[src/rtl/vram_arbiter.sv]
// Single-port VRAM arbiter: display fetch slots always win, CPU served via req/ack in free cycles.
// Optional stall counter output cpu_stall_cnt when VRAM_ARB_STATS_EN is defined.
module vram_arbiter #(
  parameter int ADDR_W = 13,
  parameter int DATA_W = 8,
  parameter int COLS   = 80
) (
  input  logic              clk,
  input  logic              reset,
  input  logic [9:0]        hpos,
  input  logic [9:0]        vpos,
  input  logic              display_on,
  input  logic              cpu_req,
  input  logic              cpu_we,
  input  logic [ADDR_W-1:0] cpu_addr,
  input  logic [DATA_W-1:0] cpu_wdata,
  output logic              cpu_ack,
  output logic [DATA_W-1:0] cpu_rdata,
  output logic              cpu_rvalid,
  output logic [ADDR_W-1:0] mem_addr,
  output logic              mem_we,
  output logic [DATA_W-1:0] mem_wdata,
  input  logic [DATA_W-1:0] mem_rdata,
  output logic [DATA_W-1:0] pix_data,
  output logic              pix_strobe
`ifdef VRAM_ARB_STATS_EN
  ,
  output logic [15:0]       cpu_stall_cnt
`endif
);

  typedef enum logic {IDLE, ACK} state_t;

  state_t            state_q, state_d;
  logic [ADDR_W-1:0] mem_addr_q, mem_addr_d;
  logic              mem_we_q, mem_we_d;
  logic [DATA_W-1:0] mem_wdata_q, mem_wdata_d;
  logic              cpu_ack_q, cpu_ack_d;
  logic              rd1_disp_q, rd1_disp_d, rd1_cpu_q, rd1_cpu_d;
  logic              rd2_disp_q, rd2_disp_d, rd2_cpu_q, rd2_cpu_d;
  logic [DATA_W-1:0] pix_data_q, pix_data_d;
  logic              pix_strobe_q, pix_strobe_d;
  logic [DATA_W-1:0] cpu_rdata_q, cpu_rdata_d;
  logic              cpu_rvalid_q, cpu_rvalid_d;

  logic              slot, grant, stall;
  logic [ADDR_W-1:0] slot_addr;
  logic              vpos_fine_unused;

  // Cell address wraps modulo 2**ADDR_W; the row is the pixel row divided by 8.
  assign slot_addr        = ADDR_W'(vpos[9:3]) * ADDR_W'(COLS) + ADDR_W'(hpos[9:3]);
  assign vpos_fine_unused = ^vpos[2:0];

  assign slot  = display_on && (hpos[2:0] == 3'd0);
  assign grant = !slot && cpu_req && (state_q == IDLE);
  assign stall = cpu_req && !grant;

  always_comb begin
    state_d      = IDLE;
    mem_addr_d   = mem_addr_q;
    mem_we_d     = 1'b0;
    mem_wdata_d  = mem_wdata_q;
    cpu_ack_d    = 1'b0;
    rd1_disp_d   = 1'b0;
    rd1_cpu_d    = 1'b0;
    if (slot) begin
      mem_addr_d = slot_addr;
      rd1_disp_d = 1'b1;
    end else if (grant) begin
      mem_addr_d  = cpu_addr;
      mem_we_d    = cpu_we;
      mem_wdata_d = cpu_wdata;
      cpu_ack_d   = 1'b1;
      state_d     = ACK;
      rd1_cpu_d   = !cpu_we;
    end
    // Tags follow the access: stage 1 aligns with mem_addr, stage 2 with mem_rdata.
    rd2_disp_d   = rd1_disp_q;
    rd2_cpu_d    = rd1_cpu_q;
    pix_strobe_d = rd2_disp_q;
    cpu_rvalid_d = rd2_cpu_q;
    pix_data_d   = rd2_disp_q ? mem_rdata : pix_data_q;
    cpu_rdata_d  = rd2_cpu_q  ? mem_rdata : cpu_rdata_q;
  end

  always_ff @(posedge clk or posedge reset) begin
    if (reset) begin
      state_q      <= IDLE;
      mem_addr_q   <= '0;
      mem_we_q     <= 1'b0;
      mem_wdata_q  <= '0;
      cpu_ack_q    <= 1'b0;
      rd1_disp_q   <= 1'b0;
      rd1_cpu_q    <= 1'b0;
      rd2_disp_q   <= 1'b0;
      rd2_cpu_q    <= 1'b0;
      pix_data_q   <= '0;
      pix_strobe_q <= 1'b0;
      cpu_rdata_q  <= '0;
      cpu_rvalid_q <= 1'b0;
    end else begin
      state_q      <= state_d;
      mem_addr_q   <= mem_addr_d;
      mem_we_q     <= mem_we_d;
      mem_wdata_q  <= mem_wdata_d;
      cpu_ack_q    <= cpu_ack_d;
      rd1_disp_q   <= rd1_disp_d;
      rd1_cpu_q    <= rd1_cpu_d;
      rd2_disp_q   <= rd2_disp_d;
      rd2_cpu_q    <= rd2_cpu_d;
      pix_data_q   <= pix_data_d;
      pix_strobe_q <= pix_strobe_d;
      cpu_rdata_q  <= cpu_rdata_d;
      cpu_rvalid_q <= cpu_rvalid_d;
    end
  end

  assign cpu_ack    = cpu_ack_q;
  assign cpu_rdata  = cpu_rdata_q;
  assign cpu_rvalid = cpu_rvalid_q;
  assign mem_addr   = mem_addr_q;
  assign mem_we     = mem_we_q;
  assign mem_wdata  = mem_wdata_q;
  assign pix_data   = pix_data_q;
  assign pix_strobe = pix_strobe_q;

`ifdef VRAM_ARB_STATS_EN
  logic [15:0] stall_cnt_q, stall_cnt_d;

  always_comb begin
    stall_cnt_d = stall_cnt_q;
    if (stall && (stall_cnt_q != 16'hFFFF)) stall_cnt_d = stall_cnt_q + 16'd1;
  end

  always_ff @(posedge clk or posedge reset) begin
    if (reset) stall_cnt_q <= '0;
    else       stall_cnt_q <= stall_cnt_d;
  end

  assign cpu_stall_cnt = stall_cnt_q;
`else
  logic stall_unused;
  assign stall_unused = stall;
`endif

endmodule

[config.mk]
export PLATFORM = sky130hd
export DESIGN_NAME = vram_arbiter
export DESIGN_NICKNAME = d
export VERILOG_FILES = /design/src/rtl/vram_arbiter.sv
export SDC_FILE = /design/constraint.sdc
export NUM_CORES = 1
export LEC_CHECK = 0
export ABC_AREA = 1
export CORE_ASPECT_RATIO = 0.8
export CORE_MARGIN = 2
export CORE_UTILIZATION = 42
export CTS_CLUSTER_SIZE = 8
export DETAILED_ROUTE_END_ITERATION = 12
export PLACE_DENSITY = 0.84
export SYNTH_ARGS = -nofsm -noshare
export SYNTH_HDL_FRONTEND = slang
export SYNTH_SLANG_ARGS = --single-unit
[constraint.sdc]
create_clock -name clk -period 1.5 [get_ports clk]
set_clock_uncertainty 0.05 [all_clocks]
set_input_delay 0.225 -clock clk [delete_from_list [all_inputs] [get_ports clk]]
set_output_delay 0.225 -clock clk [all_outputs]
set_load 0.005 [all_outputs]
==> run summary, run 1 <==
Post-route clock period utilization: 1.18
Sequence of cells on the critical path: buf_6 -> ha_4 -> ha_4 -> fa_2 -> buf_4 -> buf_6 -> inv_4 -> nor2_2 -> a21oi_1 -> nor2_1 -> o21bai_1 -> inv_1
Fmax: 566 MHz
Share of flip-flops with an asynchronous set or reset: 1.00
Setup Viol. Count Final: 5
Critical path's slowest cell: fa_2
Max Cap Viol: 0
Leak: 1.72 nW
Synth Area in Compound Gates: 0.0543
Most frequent cells in the layout: 81 x clkdlybuf4s50_1, 62 x nand2_1, 45 x dfrtp_1
First-pass GRT wire length: 10,600 µm
CP arrival: 1900 ps
WL per Instance: 15.2 µm
Syn nets: 309
Cell family with most CP delay: adder cells
Slew HR: 0.745
Worst setup EP type: register
Prevailing post-synth register cell: dfrtp_1
Die area: 0.00593 mm²
Final Max Tran Viols: 0
DP Cell Count: 415
Synth Area in Simple Gates: 0.214
Most common library cell in the layout ignoring fill and taps: clkdlybuf4s50_1
Dpl ws: -1000 ps
Adder-cell share of the synthesized area: 0.0906
Sequential share of the synthesized area: 0.503
DRT Pass-1 Iters: 4
All-Layer GR Usage: 0.224
HP Class: input pin to async pin
Min cycle time layout: 1770 ps
Fin nets: 432
TritonCTS buffer count: 5
FP Rows: 23
Antenna violations before repair: 0
Warnings, synthesis: 0
GP Congestion: 0.870
Syn_area_per_cell: 9.32 µm²
Pwr Density: 1000 mW/mm²
Die Ht: 69.3 µm
CTS root buffer: clkbuf_8
Synthesis-stage register bit count: 45
GR peak layer: met2
Vias per inst: 5.11
Layout cells sized above 1: 0.275
Hold Vio Cnt, Final: 0
Critical Path RT: 1640 ps
Failing checks: negative setup slack
1st-iter DRT viols: 90
Area growth syn-to-layout: 68.2%
Clock slew at reported path FFs: 80 ps
Die span in x: 85.6 µm
Clock latency at the later pin of the worst-skew pair: 290 ps
Setup ws final: -266 ps
Antenna-violating nets left: 0
Post-synthesis cell type count: 25
Xor/xnor cell area share of the yosys netlist: 0.00783
Combinational family with the most area after synthesis: simple AND/OR/NAND/NOR gates
CTS H-tree depth: 2
Number of I/O pins: 95
RSZ-0062 raised after global routing: yes
Worst r2r src: cpu_ack
Status: finished with violations
Clock tree buffer depth: 2
VDD IR max: 0.692 mV
Critical path origin: vpos[4]
Vias: 2,178
Post-synthesis mux area share: 0.0805
M1 GR Usage: 0.280
# clock sinks: 45
CTS Hold Bufs: 0
Final Core Density: 0.743
Finished Layout Cells: 426
Post-synth EDFFs: 0
Grt met2 use: 0.385
Largest net degree at the start of global routing: 37
Final wirelength: 6480 µm
Port Buffers: 91
Total power: 3.77 mW
Met3 usage: 0.0452
DP Wirelength: 4860 µm
Critical Path Max Stage Delay: 460 ps
Max FO, Critical Path: 2
Tightest Pin Transition: 383 ps
Starting Density: 0.442
CTS tree: built
Cells after Synth: 240
Grt ovf: 0
Worst setup path category: input pin to register
Post-Syn Area: 0.00224 mm²
N_diodes: 0
Buf+Inv Stages, Crit Path: 5
Startpoint types: input pin
Drc violations: 0
Core footprint: 0.00506 mm²
Via count of the first global-routing pass: 2,322
==> per-stage QoR <==
step                area, µm²  setup TNS (ps)  hold WS [ps]
floorplan                2280           -1210           241
global route             3760           -1320           132
detailed placement       3460          -10020           294
global placement         3460           -8820           281
CTS                      3710            -615           116
finish                   3760            -982           116
==> cell usage after synthesis (3+ instances only) <==
cell	instances	area, µm²
a21oi_1	9	45.0
clkbuf_1	3	11.3
dfrtp_1	45	1130
ha_1	13	163
inv_1	19	71.3
mux2_2	16	180
nand2_1	70	263
nand2_2	3	18.8
nand3_1	18	90.1
nor2_1	15	56.3
o21ai_0	6	30.0
o22ai_1	4	25.0
==> power by group <==
group | switching, mW | internal, mW | leakage [nW]
clock network | 0.404 | 0.542 | 0.0574
registers | 0.117 | 1.40 | 0.543
logic | 0.511 | 0.791 | 1.12
total | 1.03 | 2.74 | 1.72
==> sequential cells by signal, indices dropped and copies added (netlist names), 8 cells and up <==
register and cells:
cpu_rdata 8, mem_wdata 8, mem_addr 13, pix_data 8
==> routing by layer <==
metal	routed length [µm]	part of all wire	vias up
met5	0	0	-
met1	2730	0.42	1038
met4	212	0.033	0
li1	-	-	1033
met2	3150	0.49	84
met3	387	0.060	23
==> worst register-to-register path, cell delays in order (launching register included) <==
cell and delay [ps]:
dfrtp_1 410, nor2_2 180, nand2_2 160, o22ai_1 200
o21bai_1 140, inv_1 60
==> logic make-up after synthesis <==
kind of cell | Yosys count
and+or+nand+nor | 113
DFF | 45
buffers and inverters | 27
AOI/OAI and AO/OA | 22
muxes | 16
adders and majority gates | 15
xor gates and xnor gates | 2
==> what timing repair did <==
item,in CTS,in global routing
setup endpoints to repair,8,13
gates resized for setup,48,12
setup buffers,1,2
pin swaps,18,6
==> path summary, 6_finish.rpt <==
check	end	slack (ps)	depth (start not counted)
max in group asynchronous	mem_wdata[5]	840	3
setup reg to reg	mem_addr[10]	210	5
hold / removal	cpu_rdata[6]	120	2
setup / recovery	mem_addr[9]	-270	12
hold reg to reg	cpu_rvalid_d	310	0
min in group clk	cpu_rvalid_d	310	0
==> cell type report <==
| cell class | instances | area [µm²] |
|---|---|---|
| repair buffers | 122 | 1150 |
| clock inverters | 2 | 37.5 |
| well taps | 62 | 77.6 |
| multi-input cells | 168 | 1200 |
| flip-flops and latches | 45 | 1130 |
| clock buffers | 6 | 82.6 |
| inverters | 21 | 81.3 |
| fillers | 341 | 1300 |
(Power assumes the default switching activity.)
==> inputs of run 2 (changes only) <==
--- a/config.mk
+++ b/config.mk
@@ -8,10 +8,11 @@
 export ABC_AREA = 1
 export CORE_ASPECT_RATIO = 0.8
 export CORE_MARGIN = 2
-export CORE_UTILIZATION = 42
+export CORE_UTILIZATION = 35
 export CTS_CLUSTER_SIZE = 8
 export DETAILED_ROUTE_END_ITERATION = 12
-export PLACE_DENSITY = 0.84
+export PLACE_DENSITY = 0.73
+export SKIP_CTS_REPAIR_TIMING = 1
 export SYNTH_ARGS = -nofsm -noshare
 export SYNTH_HDL_FRONTEND = slang
 export SYNTH_SLANG_ARGS = --single-unit
==> run 2 against run 1 <==
  * The run still ends with negative setup slack left
  * Global-route usage shrank 5.8 points
  * Design area rose by 0.50%
  * Critical path depth is 1 lower
  * Sequential share of layout area is 0.15 points lower
  * Largest power group unchanged
==> run summary, run 2 (same netlist as run 1, synthesis figures left out) <==
Max Cap Viol: 0
Vias: 2,074
Filler Cell Count: 506
CP arrival: 1840 ps
Setup Viol. Count Final: 5
DRT Pass-1 Iters: 4
Clock tree buffer depth: 2
Clock latency at the later pin of the worst-skew pair: 300 ps
Starting Density: 0.356
DP Wirelength: 4670 µm
TritonCTS buffer count: 5
Hold Vio Cnt, Final: 0
Drc violations: 0
Fin nets: 434
Worst setup EP type: register
Min Hold Slack: 236 ps
DP Cell Count: 435
Most common library cell in the layout ignoring fill and taps: clkdlybuf4s50_1
WL per Instance: 14.0 µm
N_diodes: 0
Worst r2r src: cpu_ack
Port Buffers: 91
Final Core Density: 0.602
Vias per inst: 4.61
Max reg flops: 13
RSZ-0062 raised after global routing: yes
Antenna-violating nets left: 0
Critical Path RT: 1640 ps
Worst reg-to-reg setup slack: 150 ps
Most frequent cells in the layout: 69 x clkdlybuf4s50_1, 66 x nand2_1, 45 x dfrtp_1
Status: finished with violations
Setup TNS: -790 ps
Area growth syn-to-layout: 69.1%
Final wirelength: 6280 µm
Core footprint: 0.00628 mm²
HP Class: input pin to async pin
Antenna violations before repair: 0
Failing checks: negative setup slack
Clock slew at reported path FFs: 90 ps
Die area: 0.00705 mm²
FP Rows: 26
Max FO, Critical Path: 3
Finished Layout Cells: 450
Grt ovf: 0
Post-route clock period utilization: 1.13
CTS tree: built
FF-to-FF path depth: 5
First-pass GRT wire length: 9030 µm
Reg-to-Reg End: mem_addr[10]
CTS root buffer: clkbuf_8
1st-iter DRT viols: 76
All-Layer GR Usage: 0.166
Final Max Tran Viols: 0
Die Ht: 75.5 µm
Worst setup path category: input pin to register
CTS H-tree depth: 2
Tightest Pin Transition: 425 ps
Via count of the first global-routing pass: 1,960
Fmax: 588 MHz
Setup ws final: -202 ps
Pwr Density: 946 mW/mm²
Number of I/O pins: 95
Slew HR: 0.717
Dpl ws: -1000 ps
Leak: 1.88 nW
Layout cells sized above 1: 0.249
GP Congestion: 0.849
Min cycle time layout: 1700 ps
Largest net degree at the start of global routing: 25
Startpoint types: input pin
# clock sinks: 45
VDD IR max: 0.541 mV
Die span in x: 93.4 µm
-- run 2: how the worst max path moves through the flow --
stage / start / endpoint / slack, ps
2_1_floorplan: vpos[4] / mem_addr[12] / -360
3_3_place_gp: vpos[4] / mem_addr[12] / -940
3_5_place_dp: vpos[4] / mem_addr[12] / -1000
4_1_cts: vpos[4] / mem_addr[12] / -690
5_1_grt: vpos[6] / mem_addr[12] / -280
6_report: vpos[6] / mem_addr[12] / -200
-- run 2: metrics by stage --
| step | instance area (µm²) | power (mW) |
|---|---|---|
| 2_1_floorplan | 2280 | 1.99 |
| 5_1_grt | 3780 | 3.79 |
| 4_1_cts | 3560 | 3.51 |
| 3_5_place_dp | 3460 | 2.69 |
| 3_3_place_gp | 3460 | 2.67 |
| 6_report | 3780 | 3.58 |
-- run 2: cell type report --
type	count	area, µm²	share of cell area
Sequential cell	45	1130	0.298
Tap cell	84	105	0.0278
Multi-Input combinational cell	168	1170	0.308
Inverter	21	78.8	0.0208
Clock inverter	2	16.3	0.00430
Clock buffer	6	82.6	0.0218
Timing Repair Buffer	124	1210	0.319
-- run 2: power by group --
| group | switching (mW) | internal [mW] | leakage, nW |
|---|---|---|---|
| sequential | 0.108 | 1.40 | 0.543 |
| combinational | 0.487 | 0.770 | 1.29 |
| clock | 0.430 | 0.379 | 0.0478 |
-- run 2: worst max-delay path, cell delays in order --
cell and delay (ps):
buf_8 100, ha_4 230, ha_4 160, fa_2 560, nand3_4 100, nor2_4 130
nand3_1 80, nand2_1 60, nand3_1 70, nand2_1 70, nand2_1 50
-- run 2: per-layer routing --
metal | up-vias | share of wire | global-route usage
li1 | 1037 | - | -
met1 | 965 | 0.44 | 0.218
met2 | 65 | 0.48 | 0.269
met3 | 7 | 0.065 | 0.0524
met4 | 0 | 0.014 | 0.0458
met5 | - | 0 | 0
